### config.mk
export PLATFORM = sky130hd
export DESIGN_NAME = bl_seq_ctrl
export DESIGN_NICKNAME = d
export VERILOG_FILES = /design/src/rtl/bl_seq_pkg.sv /design/src/rtl/bl_seq_ctrl.sv
export SDC_FILE = /design/constraint.sdc
export NUM_CORES = 1
export LEC_CHECK = 0
export ABC_AREA = 0
export CAP_MARGIN = 0
export CORE_MARGIN = 4
export CORE_UTILIZATION = 48
export CTS_BUF_LIST = sky130_fd_sc_hd__clkbuf_4 sky130_fd_sc_hd__clkbuf_8
export CTS_CLUSTER_SIZE = 30
export DETAILED_ROUTE_END_ITERATION = 10
export PLACE_DENSITY = 0.95
export SETUP_SLACK_MARGIN = 0.1
export SYNTH_ARGS = -nofsm -noshare
export SYNTH_HDL_FRONTEND = slang
export SYNTH_SLANG_ARGS = --single-unit
### constraint.sdc
create_clock -name clk -period 4.9 [get_ports clk]
set_clock_uncertainty 0.1 [all_clocks]
set_input_delay 0.98 -clock clk [delete_from_list [all_inputs] [get_ports clk]]
set_output_delay 0.98 -clock clk [all_outputs]
set_load 0.005 [all_outputs]
### src/rtl/bl_seq_pkg.sv
// Shared definitions for the bitline segment sequencer: mode codes, FSM states
// and the segment mask helpers that mirror the bl_mask_8_32_1 decoder mapping.
package bl_seq_pkg;

  localparam logic [1:0] CONF_W32  = 2'b00;
  localparam logic [1:0] CONF_W16  = 2'b01;
  localparam logic [1:0] CONF_W8   = 2'b10;
  localparam logic [1:0] CONF_RSVD = 2'b11;

  typedef enum logic [2:0] {
    ST_IDLE,
    ST_WBEAT,
    ST_RISSUE,
    ST_RCAPT,
    ST_RESP
  } state_t;

  // Index of the last beat (N-1) for a given mode.
  function automatic logic [1:0] beats(input logic [1:0] conf);
    case (conf)
      CONF_W16: beats = 2'd1;
      CONF_W8:  beats = 2'd3;
      default:  beats = 2'd0;
    endcase
  endfunction

  function automatic logic [31:0] seg_mask(input logic [1:0] conf, input logic [1:0] idx);
    case (conf)
      CONF_W32: seg_mask = 32'hFFFF_FFFF;
      CONF_W16: seg_mask = idx[0] ? 32'hFFFF_0000 : 32'h0000_FFFF;
      CONF_W8:  seg_mask = 32'h0000_00FF << {idx, 3'b000};
      default:  seg_mask = 32'h0000_0000;
    endcase
  endfunction

endpackage

### src/rtl/bl_seq_ctrl.sv
// Host-to-array sequencer: splits one 32-bit request into 1/2/4 masked beats
// through the bitline mask decoder and reassembles read data into one response.
module bl_seq_ctrl
  import bl_seq_pkg::*;
#(
  parameter int ADDR_W = 5
) (
  input  logic              clk,
  input  logic              rst_n,
  input  logic [1:0]        conf_in,
  input  logic              req_valid,
  output logic              req_ready,
  input  logic              req_we,
  input  logic [ADDR_W-1:0] req_addr,
  input  logic [31:0]       req_wdata,
  output logic              resp_valid,
  input  logic              resp_ready,
  output logic [31:0]       resp_rdata,
  output logic              resp_err,
  output logic              sram_en,
  output logic              sram_we,
  output logic [ADDR_W-1:0] sram_row,
  output logic [31:0]       sram_wdata,
  input  logic [31:0]       sram_rdata,
  output logic [1:0]        mask_addr,
  output logic [1:0]        mask_conf
);

  state_t              r_state;
  state_t              w_state_next;
  logic                r_init;
  logic                r_we;
  logic                r_err;
  logic [ADDR_W-1:0]   r_row;
  logic [31:0]         r_wdata;
  logic [31:0]         r_asm;
  logic [1:0]          r_conf;
  logic [1:0]          r_cnt;
  logic                w_accept;
  logic                w_last;
  logic [31:0]         w_mask;

  // r_init keeps req_ready low until the first edge after reset release.
  assign w_accept = (r_state == ST_IDLE) && r_init && req_valid;
  assign w_last   = (r_cnt == beats(r_conf));
  assign w_mask   = seg_mask(r_conf, r_cnt);

  always_comb begin
    w_state_next = r_state;
    case (r_state)
      ST_IDLE: begin
        if (w_accept) begin
          if (conf_in == CONF_RSVD) w_state_next = ST_RESP;
          else if (req_we)          w_state_next = ST_WBEAT;
          else                      w_state_next = ST_RISSUE;
        end
      end
      ST_WBEAT:  if (w_last) w_state_next = ST_RESP;
      ST_RISSUE: w_state_next = ST_RCAPT;
      ST_RCAPT:  w_state_next = w_last ? ST_RESP : ST_RISSUE;
      ST_RESP:   if (resp_ready) w_state_next = ST_IDLE;
      default:   w_state_next = ST_IDLE;
    endcase
  end

  always_comb begin
    req_ready  = 1'b0;
    sram_en    = 1'b0;
    sram_we    = 1'b0;
    mask_addr  = 2'd0;
    resp_valid = 1'b0;
    resp_rdata = 32'd0;
    case (r_state)
      ST_IDLE:   req_ready = r_init;
      ST_WBEAT: begin
        sram_en   = 1'b1;
        sram_we   = 1'b1;
        mask_addr = r_cnt;
      end
      ST_RISSUE: begin
        sram_en   = 1'b1;
        mask_addr = r_cnt;
      end
      ST_RESP: begin
        resp_valid = 1'b1;
        resp_rdata = r_asm;
      end
      default: ;
    endcase
  end

  assign resp_err   = r_err;
  assign sram_row   = r_row;
  assign sram_wdata = r_wdata;
  assign mask_conf  = r_conf;

  always_ff @(posedge clk or negedge rst_n) begin
    if (!rst_n) begin
      r_state <= ST_IDLE;
      r_init  <= 1'b0;
      r_we    <= 1'b0;
      r_err   <= 1'b0;
      r_row   <= '0;
      r_wdata <= 32'd0;
      r_asm   <= 32'd0;
      r_conf  <= 2'd0;
      r_cnt   <= 2'd0;
    end else begin
      r_state <= w_state_next;
      r_init  <= 1'b1;
      case (r_state)
        ST_IDLE: begin
          if (w_accept) begin
            r_we    <= req_we;
            r_row   <= req_addr;
            r_wdata <= req_wdata;
            r_conf  <= conf_in;
            r_cnt   <= 2'd0;
            r_err   <= (conf_in == CONF_RSVD);
          end
        end
        ST_WBEAT: r_cnt <= r_cnt + 2'd1;
        ST_RCAPT: begin
          // Merge only this beat's segment; sense-amp bits elsewhere are don't-care.
          r_asm <= (r_asm & ~w_mask) | (sram_rdata & w_mask);
          r_cnt <= r_cnt + 2'd1;
        end
        ST_RESP: begin
          if (resp_ready) begin
            r_asm <= 32'd0;
            r_err <= 1'b0;
          end
        end
        default: ;
      endcase
    end
  end

endmodule

==> qor.csv <==
stage,metric,value,unit
placed_design,dp.cells,636,
sta,period_minus_slack,3560,ps
clock_network,cts_buffers,9,
clock_network,postCtsSetupRepairBufs,0,
cells_and_area,fill_cells,554,
route,wirelength,9760,um
route,drc,0,
clock_network,cts_resized,0,
sta,min_period_over_period,0.727,
synth,syn_area,3690,um2
route,first_pass_iters,8,
critical_path,slowest_delay,820,ps
die,die-area,9150,um2
synth,synth_edf_count,0,
route,vias,3335,
critical_path,crit_path_end_kind,output pin,
route,drtAntennaViolNets,0,
die,row_count,31,
grt,gr-total-overflow,0,
die,core,7370,um2
synth,avgSynthCellArea,9.08,um2
cells_and_area,instances_no_fill,651,
cells_and_area,area_growth,48.4,%
sta,hold_violations,0,
clock_network,insertion_delay,330,ps
route,wl_per_cell,15.0,um
synth,async_flop_share,1.00,
pwr,p_int,1.91,mW
sta,fmax,0.281,GHz
route,via_per_inst,5.12,
grt,grt_pass1_vias,3414,
sta,slew_headroom,0.258,
clock_network,cts.sinks,78,
critical_path,startpoint_type,flip-flop,
cells_and_area,multi_input_area,1580,um2
route,dr.first_iter.drc_count,110,
cells_and_area,final_common_cell,clkdlybuf4s50_1,
die,io_pins,154,
pwr,p_clk_frac,0.197,
placed_design,io_buffers,153,
synth,syn_nets,490,
critical_path,slowest_stage,nor3b_4,
synth,synthCells,406,
sta,rsz0062_at_grt,false,
job,maxCapViolCount,0,
pwr,peakVddDrop,0.000319,V
status,status,"finished, final reports clean",
critical_path,critPathKind,flip-flop to output pin,
critical_path,required,3820,ps
worst_hold_path,hold_class,flip-flop to flip-flop,
placed_design,dp_hpwl,7150,um
clock_network,cts.path.max_buffers,2,
cells_and_area,final_cell_mix,"152 x clkdlybuf4s50_1, 132 x nand2_1, 78 x dfrtp_1",
critical_path,crit_fanout,34,
clock_network,cts_root_buf,clkbuf_8,
die,initial_utilization,0.500,
pwr,p_comb_frac,0.431,
clock_network,ctsHoldBuffers,0,
pwr,seqPwrFrac,0.372,
grt,antenna_found_initial,0,
clock_network,clk_pin_slew,70,ps
synth,synth_flop_cell,dfrtp_1,
critical_path,cp_top_family,simple AND/OR/NAND/NOR gates,
grt,grt_pass1_wl,15800,um
sta,worst_pin_slew,1110,ps
synth,yosysSeqAreaShare,0.529,
sta,setup_viol_count_final,0,
sta,setup_tns,0,ps
cells_and_area,drive_gt1_frac,0.0525,
placed_design,gp_congestion,0.832,
critical_path,cp.buffers_inverters,1,
pwr,p_sw_frac,0.346,
grt,grt_start_max_net_pins,79,
die,die_x,95.6,um
critical_path,cp.arrival,2480,ps
die,die_y,95.6,um
synth,ys_ff_latch,78,
pwr,leakagePower,2.41,nW
pwr,power.density,535,nW/um2
critical_path,path_cells,nor3b_4 -> and2_1 -> clkdlybuf4s50_1,
pwr,switching_power,1.01,mW
synth,ys_warn_count,0,
cells_and_area,antenna_cells,0,
clock_network,tritoncts,built,
synth,yosysUniqueCellTypes,33,
cells_and_area,seq_area,1950,um2
cells_and_area,fin_util,0.742,
clock_network,h-tree-depth,3,
sta,slew_violations,0,
grt,grt.total_usage,0.219,
cells_and_area,nets,632,
==> kinds of logic after synthesis <==
kind of cell	after synthesis	share of synthesized area
and+or+nand+nor	199	0.249
AOI/OAI and AO/OA	85	0.144
DFF	78	0.529
buffers and inverters	32	0.0421
adders and majority gates	8	0.0271
xor gates and xnor gates	3	0.00713
other	1	0.00102
==> sequential cells by signal, summed over array words and instances (netlist names) <==
| register | count |
|---|---|
| mask_conf | 2 |
| r_asm | 32 |
| r_cnt | 2 |
| r_init | 1 |
| r_state | 3 |
| resp_err | 1 |
| sram_row | 5 |
| sram_wdata | 32 |
==> worst register-to-register path, stage by stage (launching register included) <==
cell     delay (ps)
dfrtp_1         570
nor3b_4         820
and2_1          980
a21oi_1         100
==> synthesized netlist by cell type, types with 4 or more instances <==
library cell	n	area, um2
and2_1	34	213
nand2_1	132	495
clkbuf_1	7	26.3
a221oi_2	4	60.1
dfrtp_1	78	1950
ha_1	8	100
inv_1	7	26.3
clkbuf_2	4	20.0
o21ai_0	33	165
buf_2	9	45.0
nand3_1	20	100
a21oi_1	35	175
nor3_1	4	20.0
o21ai_1	4	20.0
==> layer usage <==
layer	share of wire	up-vias	global-route usage
met5	0	-	0
li1	-	1620	-
met3	0.097	17	0.0734
met2	0.48	139	0.357
met1	0.41	1559	0.275
met4	0.014	0	0.0735
==> power groups by stage <==
stage / clock [mW] / combinational (mW) / sequential [mW]
global route: 0.610 / 1.40 / 1.13
global placement: 0 / 1.22 / 1.09
floorplan: 0 / 0.663 / 1.07
CTS: 0.587 / 1.27 / 1.09
detailed placement: 0 / 1.27 / 1.10
finish: 0.577 / 1.26 / 1.09
==> area by class of cell <==
| cell class | instances | share of cell area |
|---|---|---|
| flip-flops and latches | 78 | 0.357 |
| multi-input cells | 296 | 0.289 |
| repair buffers | 155 | 0.282 |
| clock buffers | 11 | 0.0265 |
| well taps | 99 | 0.0226 |
| clock inverters | 4 | 0.0174 |
| inverters | 8 | 0.00549 |
==> per-stage QoR <==
| stage | area [um2] | setup WS, ps | hold WS (ps) | power (mW) |
|---|---|---|---|---|
| final | 5470 | 1340 | 375 | 2.93 |
| after global placement | 5230 | 1750 | 356 | 2.31 |
| after CTS | 5470 | 1290 | 381 | 2.95 |
| after floorplan | 3690 | 2630 | 370 | 1.73 |
| after global routing | 5470 | 1100 | 396 | 3.14 |
| after detailed placement | 5230 | 1660 | 361 | 2.37 |
==> path summary, 6_finish.rpt <==
path | from | to | slack [ps] | depth (start not counted)
setup / recovery | r_state[2] | resp_rdata[14] | 1340 | 3
setup reg to reg | r_state[2] | r_asm[20] | 2160 | 3
max in group asynchronous | rst_n | sram_wdata[8] | 3360 | 1
min in group asynchronous | rst_n | r_asm[5] | 690 | 1
hold / removal | sram_wdata[14] | sram_wdata[14] | 380 | 2
hold reg to reg | sram_wdata[14] | sram_wdata[14] | 380 | 2
(Power assumes the default switching activity.)
